### src/rtl/mem_arbiter_pkg.sv
// Shared types and widths for the instruction/data memory arbiter.
package mem_arb_pkg;

  localparam int unsigned ADDR_W = 32;
  localparam int unsigned DATA_W = 32;
  localparam int unsigned WEB_W  = 4;

  typedef enum logic [1:0] {
    ARB_IDLE    = 2'd0,
    ARB_IM_WAIT = 2'd1,
    ARB_DM_WAIT = 2'd2
  } arb_state_e;

  typedef enum logic {
    GNT_IM = 1'b0,
    GNT_DM = 1'b1
  } grant_e;

endpackage

### src/rtl/mem_arbiter_if.sv
// Bundle of fetch port, data port and shared memory port.
// master: requesters and memory model side; slave: the arbiter.
interface mem_arbiter_if;

  logic                            im_req;
  logic [mem_arb_pkg::ADDR_W-1:0]  im_addr;
  logic                            im_ready;
  logic [mem_arb_pkg::DATA_W-1:0]  im_rdata;

  logic                            dm_req;
  logic [mem_arb_pkg::ADDR_W-1:0]  dm_addr;
  logic [mem_arb_pkg::DATA_W-1:0]  dm_wdata;
  logic [mem_arb_pkg::WEB_W-1:0]   dm_web;
  logic                            dm_ready;
  logic [mem_arb_pkg::DATA_W-1:0]  dm_rdata;

  logic                            mem_ce;
  logic [mem_arb_pkg::ADDR_W-1:0]  mem_addr;
  logic [mem_arb_pkg::DATA_W-1:0]  mem_wdata;
  logic [mem_arb_pkg::WEB_W-1:0]   mem_web;
  logic [mem_arb_pkg::DATA_W-1:0]  mem_rdata;

  modport master (
    output im_req, im_addr, dm_req, dm_addr, dm_wdata, dm_web, mem_rdata,
    input  im_ready, im_rdata, dm_ready, dm_rdata,
           mem_ce, mem_addr, mem_wdata, mem_web
  );

  modport slave (
    input  im_req, im_addr, dm_req, dm_addr, dm_wdata, dm_web, mem_rdata,
    output im_ready, im_rdata, dm_ready, dm_rdata,
           mem_ce, mem_addr, mem_wdata, mem_web
  );

endinterface

### src/rtl/mem_arbiter_arb_priority.sv
// Combinational grant selection between fetch and data requesters.
// ARB_ROUND_ROBIN_EN defined: conflicts go to the requester not granted last.
// Default: fixed priority, data port wins every conflict.
module arb_priority
  import mem_arb_pkg::*;
(
  input  logic   im_req,
  input  logic   dm_req,
  input  grant_e last_grant,
  output grant_e grant
);

`ifdef ARB_ROUND_ROBIN_EN
  // On conflict favour whoever did not win the previous grant.
  always_comb begin
    grant = GNT_IM;
    if (im_req && dm_req) begin
      grant = (last_grant == GNT_IM) ? GNT_DM : GNT_IM;
    end else if (dm_req) begin
      grant = GNT_DM;
    end
  end
`else
  logic last_grant_unused;
  assign last_grant_unused = (last_grant == GNT_DM) & im_req;

  // Data port always wins; fetch only when data port is quiet.
  always_comb begin
    grant = GNT_IM;
    if (dm_req) begin
      grant = GNT_DM;
    end
  end
`endif

endmodule

### src/rtl/mem_arbiter.sv
// Two-requester arbiter in front of a single-port, 1-cycle-latency memory.
// Optional macro ARB_ROUND_ROBIN_EN selects round-robin conflict resolution
// (see arb_priority); default is fixed data-port priority.
module mem_arbiter
  import mem_arb_pkg::*;
(
  input  logic          clk,
  input  logic          rst,
  mem_arbiter_if.slave  bus
);

  arb_state_e state, state_nxt;
  grant_e     last_grant, last_grant_nxt;
  grant_e     grant;

  arb_priority u_arb_priority (
    .im_req     (bus.im_req),
    .dm_req     (bus.dm_req),
    .last_grant (last_grant),
    .grant      (grant)
  );

  // State and last-grant registers.
  always_ff @(posedge clk) begin
    if (rst) begin
      state      <= ARB_IDLE;
      last_grant <= GNT_IM;
    end else begin
      state      <= state_nxt;
      last_grant <= last_grant_nxt;
    end
  end

  // Next state and outputs; everything is held at zero while rst is high,
  // which also suppresses the ready of an access aborted by reset.
  always_comb begin
    state_nxt      = state;
    last_grant_nxt = last_grant;
    bus.mem_ce     = 1'b0;
    bus.mem_addr   = '0;
    bus.mem_wdata  = '0;
    bus.mem_web    = '0;
    bus.im_ready   = 1'b0;
    bus.im_rdata   = '0;
    bus.dm_ready   = 1'b0;
    bus.dm_rdata   = '0;
    if (!rst) begin
      case (state)
        ARB_IDLE: begin
          if (bus.im_req || bus.dm_req) begin
            bus.mem_ce     = 1'b1;
            last_grant_nxt = grant;
            if (grant == GNT_DM) begin
              bus.mem_addr  = bus.dm_addr;
              bus.mem_wdata = bus.dm_wdata;
              bus.mem_web   = bus.dm_web;
              state_nxt     = ARB_DM_WAIT;
            end else begin
              bus.mem_addr  = bus.im_addr;
              state_nxt     = ARB_IM_WAIT;
            end
          end
        end
        ARB_IM_WAIT: begin
          bus.im_ready = 1'b1;
          bus.im_rdata = bus.mem_rdata;
          state_nxt    = ARB_IDLE;
        end
        ARB_DM_WAIT: begin
          bus.dm_ready = 1'b1;
          bus.dm_rdata = bus.mem_rdata;
          state_nxt    = ARB_IDLE;
        end
        default: state_nxt = ARB_IDLE;
      endcase
    end
  end

endmodule

### src/flat_wrapper.sv
// flat-port wrapper written by rule: the top's interface ports become plain ports
module mem_arbiter_flat import mem_arb_pkg::*;
  (clk, rst, bus_im_req, bus_im_addr, bus_dm_req, bus_dm_addr, bus_dm_wdata, bus_dm_web, bus_mem_rdata, bus_im_ready, bus_im_rdata, bus_dm_ready, bus_dm_rdata, bus_mem_ce, bus_mem_addr, bus_mem_wdata, bus_mem_web);
  mem_arbiter_if bus_i ();
  input  logic clk;
  input  logic rst;
  input wire logic [$bits(bus_i.im_req)-1:0] bus_im_req;
  input wire logic [$bits(bus_i.im_addr)-1:0] bus_im_addr;
  input wire logic [$bits(bus_i.dm_req)-1:0] bus_dm_req;
  input wire logic [$bits(bus_i.dm_addr)-1:0] bus_dm_addr;
  input wire logic [$bits(bus_i.dm_wdata)-1:0] bus_dm_wdata;
  input wire logic [$bits(bus_i.dm_web)-1:0] bus_dm_web;
  input wire logic [$bits(bus_i.mem_rdata)-1:0] bus_mem_rdata;
  output wire logic [$bits(bus_i.im_ready)-1:0] bus_im_ready;
  output wire logic [$bits(bus_i.im_rdata)-1:0] bus_im_rdata;
  output wire logic [$bits(bus_i.dm_ready)-1:0] bus_dm_ready;
  output wire logic [$bits(bus_i.dm_rdata)-1:0] bus_dm_rdata;
  output wire logic [$bits(bus_i.mem_ce)-1:0] bus_mem_ce;
  output wire logic [$bits(bus_i.mem_addr)-1:0] bus_mem_addr;
  output wire logic [$bits(bus_i.mem_wdata)-1:0] bus_mem_wdata;
  output wire logic [$bits(bus_i.mem_web)-1:0] bus_mem_web;
  assign bus_i.im_req = bus_im_req;
  assign bus_i.im_addr = bus_im_addr;
  assign bus_i.dm_req = bus_dm_req;
  assign bus_i.dm_addr = bus_dm_addr;
  assign bus_i.dm_wdata = bus_dm_wdata;
  assign bus_i.dm_web = bus_dm_web;
  assign bus_i.mem_rdata = bus_mem_rdata;
  assign bus_im_ready = bus_i.im_ready;
  assign bus_im_rdata = bus_i.im_rdata;
  assign bus_dm_ready = bus_i.dm_ready;
  assign bus_dm_rdata = bus_i.dm_rdata;
  assign bus_mem_ce = bus_i.mem_ce;
  assign bus_mem_addr = bus_i.mem_addr;
  assign bus_mem_wdata = bus_i.mem_wdata;
  assign bus_mem_web = bus_i.mem_web;
  mem_arbiter u_core (.clk(clk), .rst(rst), .bus(bus_i));
endmodule
### config.mk
export PLATFORM = sky130hd
export DESIGN_NAME = mem_arbiter_flat
export DESIGN_NICKNAME = d
export VERILOG_FILES = /design/src/rtl/mem_arbiter_pkg.sv /design/src/rtl/mem_arbiter_if.sv /design/src/rtl/mem_arbiter_arb_priority.sv /design/src/rtl/mem_arbiter.sv /design/src/flat_wrapper.sv
export SDC_FILE = /design/constraint.sdc
export NUM_CORES = 1
export LEC_CHECK = 0
export CORE_AREA = 2 2 104 106
export DETAILED_ROUTE_END_ITERATION = 16
export DIE_AREA = 0 0 106 108
export PLACE_DENSITY = 0.69
export RECOVER_POWER = 25
export SLEW_MARGIN = 0
export SYNTH_ARGS = -nofsm -noshare
export SYNTH_HDL_FRONTEND = slang
export SYNTH_SLANG_ARGS = --single-unit
### constraint.sdc
create_clock -name clk -period 2.11 [get_ports clk]
set_input_delay 0.422 -clock clk [delete_from_list [all_inputs] [get_ports clk]]
set_output_delay 0.422 -clock clk [all_outputs]
set_load 0.05 [all_outputs]
==> flow_summary_export.csv <==
group,metric,value,unit
drt,drt-pass1-iter-count,3,
power,pwr_density_cell,252,mW/mm^2
die,dieArea,0.0114,sq mm
yosys,synth.most_common_cell,"and2_1",
clocking,htreeDepth,1,
place,hpwl,7960,microns
global_routing,grt_start_max_net_pins,38,
timing,rsz0062_at_grt,"true",
yosys,synth_ff_type,"dfxtp_1",
timing,setup_viol,0,
timing,slew_violations,0,
global_routing,first_global_vias,2643,
yosys,yosysSeqAreaShare,0.0272,
drt,avgRoutedWirePerCell,15.6,microns
final_layout,antennaDiodeCount,0,
worst_setup_path,path_cells,"or3_4, buf_12, buf_16, nor3_4, buf_12",
final_layout,largest_reg_flops,2,
clocking,cts_root_buf,"clkbuf_8",
timing,max_slew_margin,0.736,
die,io_pins,271,
final_layout,syn2layout_area_growth,323,%
worst_setup_path,setup.worst_path.end_class,"output pin",
power,ir_drop,0.000131,V
place,pre_cts_ws,-0.395,ns
final_layout,num-fill-cells,788,
yosys,syn-mean-instance-area,7.63,sq um
worst_setup_path,cpMaxStageDelayCell,"or3_4",
timing,finClkSkew,0.00214,ns
yosys,yosysWarningCount,0,
yosys,ys_async_sr_fraction,0,
drt,drc,0,
clocking,cts_max_path_buffers,2,
yosys,synth_area,0.00147,sq mm
place,place.gp.congestion,0.750,
yosys,synth_seq_cells,2,
die,start_util,0.144,
die,die_x,106,microns
final_layout,largest-register,"u_core.state",
clocking,hold_buffers,0,
run_status,status,"finished clean",
worst_setup_path,worst-path-max-fanout,8,
power,p_seq_frac,0.026,
yosys,syn_nets,329,
power,swShare,0.429,
final_layout,drive_above_1_share,0.433,
yosys,synthTopCellsByCount,"and2_1 (100), mux2i_1 (32), nor3_2 (29), buf_2 (8), clkbuf_1 (8)",
global_routing,grt_overflow,0,
power,combPwrFrac,0.881,
final_layout,final_nets,609,
drt,vias,2457,
timing,fin_ws,0.0389,ns
die,rows,37,
power,internal_power,0.898,mW
worst_setup_path,cp_slowest_stage_delay,0.43,ns
timing,timing.fmax,483,MHz
power,finalPower,1.57,mW
yosys,synth_enable_flop_cells,0,
yosys,synth_cells,193,
place,port_buffers,270,
die,die_y,108,microns
drt,antenna_left,0,
global_routing,track_usage,0.155,
timing,tightest_slew,0.386,ns
final_layout,reg_top3,"u_core.state: 2 flops",
clocking,numClockSinks,2,
die,core,0.0102,sq mm
timing,finalCriticalPeriod,2.07,ns
timing,fin_crit_sh,0.982,
clocking,clkTransAtPathRegs,0.03,ns
clocking,cts_tree,"yes",
power,p_leak,2.49,nW
yosys,synth.distinct_cells,14,
global_routing,grt_pass1_wl,14300,microns
clocking,cts_made_buffers,3,
power,switchingPower,0.675,mW
yosys,synth_largest_area_cell,"and2_1",
timing,finalHoldViolCount,0,
worst_setup_path,critPathLaunchType,"flip-flop",
drt,wirelength,9500,microns
min_path,min_path_type,"primary input to flip-flop",
run,cap_viol_max_count,0,
worst_setup_path,cp_data_required_time,1.69,ns
clocking,worstSkewPairLatency,0.21,ns
worst_setup_path,cp_common_cell,"buf_12",
global_routing,antenna_found_initial,0,
worst_setup_path,worstSetupPathType,"flip-flop to output pin",
yosys,synth_area_leaders,"and2_1 (42%), mux2i_1 (22%), nor3_2 (20%)",
final_layout,post-route-util,0.609,
power,power.share.clock,0.093,
drt,drt_iter0_drc,48,
yosys,synth_top_area_share,0.425,
drt,viasPerCell,4.05,
worst_setup_path,arrival,1.65,ns
[per-layer routing]
layer,wire length [microns],part of all wire,track usage,vias to the layer above
met5,0,0,0,-
met4,63,0.0066,0.0254,0
met3,1010,0.11,0.0488,6
met2,5500,0.58,0.321,161
met1,2920,0.31,0.152,1090
li1,-,-,-,1200
[worst paths after layout]
check	startpoint	slack, ns	end	depth (start not counted)
min	bus_im_req	0.58	u_core.state[0]	2
max reg2reg	u_core.state[0]	0.73	u_core.state[0]	3
min reg2reg	u_core.state[0]	0.70	u_core.state[1]	3
max	u_core.state[0]	0.04	bus_mem_addr[9]	5
[cell usage in the layout (no fill, tap or decap), drive strengths merged]
master and instances:
nor4b 1, dfxtp 2, nor2 2, or3 1, clkbuf 7, clkdlybuf4s50 132
dlymetal6s2s 1, nor3b 3, mux2i 32, and2 100, nor3 32, bufbuf 1
buf 157
[worst max-delay path: cells and delay by family, from the launching register on]
kind | cells | cell delay [ns]
DFF | 1 | 0.31
buffers and inverters | 3 | 0.48
and+or+nand+nor | 2 | 0.65
[power groups by stage]
stage	Clock, mW	Sequential (mW)	Combinational (mW)
final	0.146	0.0413	1.39
after global placement	0	0.0414	1.31
after global routing	0.156	0.0414	1.44
after CTS	0.150	0.0411	1.39
after detailed placement	0	0.0415	1.32
after floorplan	0	0.0431	0.582
[repair_timing]
action	4_1_cts	5_1_grt
resized for setup	13	3
pin swaps	22	1
buffers inserted	1	1
cloned	4	2
setup endpoints to repair	135	4
[final cells by class]
cell class / count / area, sq um / share of cell area
clock buffers: 3 / 41.3 / 0.00663
well taps: 136 / 170 / 0.0273
multi-input cells: 171 / 1540 / 0.247
repair buffers: 295 / 4440 / 0.712
flip-flops and latches: 2 / 41.3 / 0.00663
[stage by stage]
stage	setup TNS [ns]	hold WS, ns	cell area (sq um)	std cells
3_3_place_gp	-19.43	0.700	5980	596
3_5_place_dp	-21.55	0.711	5980	596
5_1_grt	-0.00000222	0.583	6230	607
2_1_floorplan	-0.882	0.589	1660	193
6_report	0	0.576	6230	607
4_1_cts	-0.00256	0.708	6180	604
[cells by family after synthesis]
| kind of cell | Yosys count | share of synthesized area |
|---|---|---|
| mux | 32 | 0.218 |
| flops | 2 | 0.0272 |
| simple gates | 139 | 0.680 |
| buf+inv | 20 | 0.0756 |
Note: power is estimated with default switching activity, not from simulation.
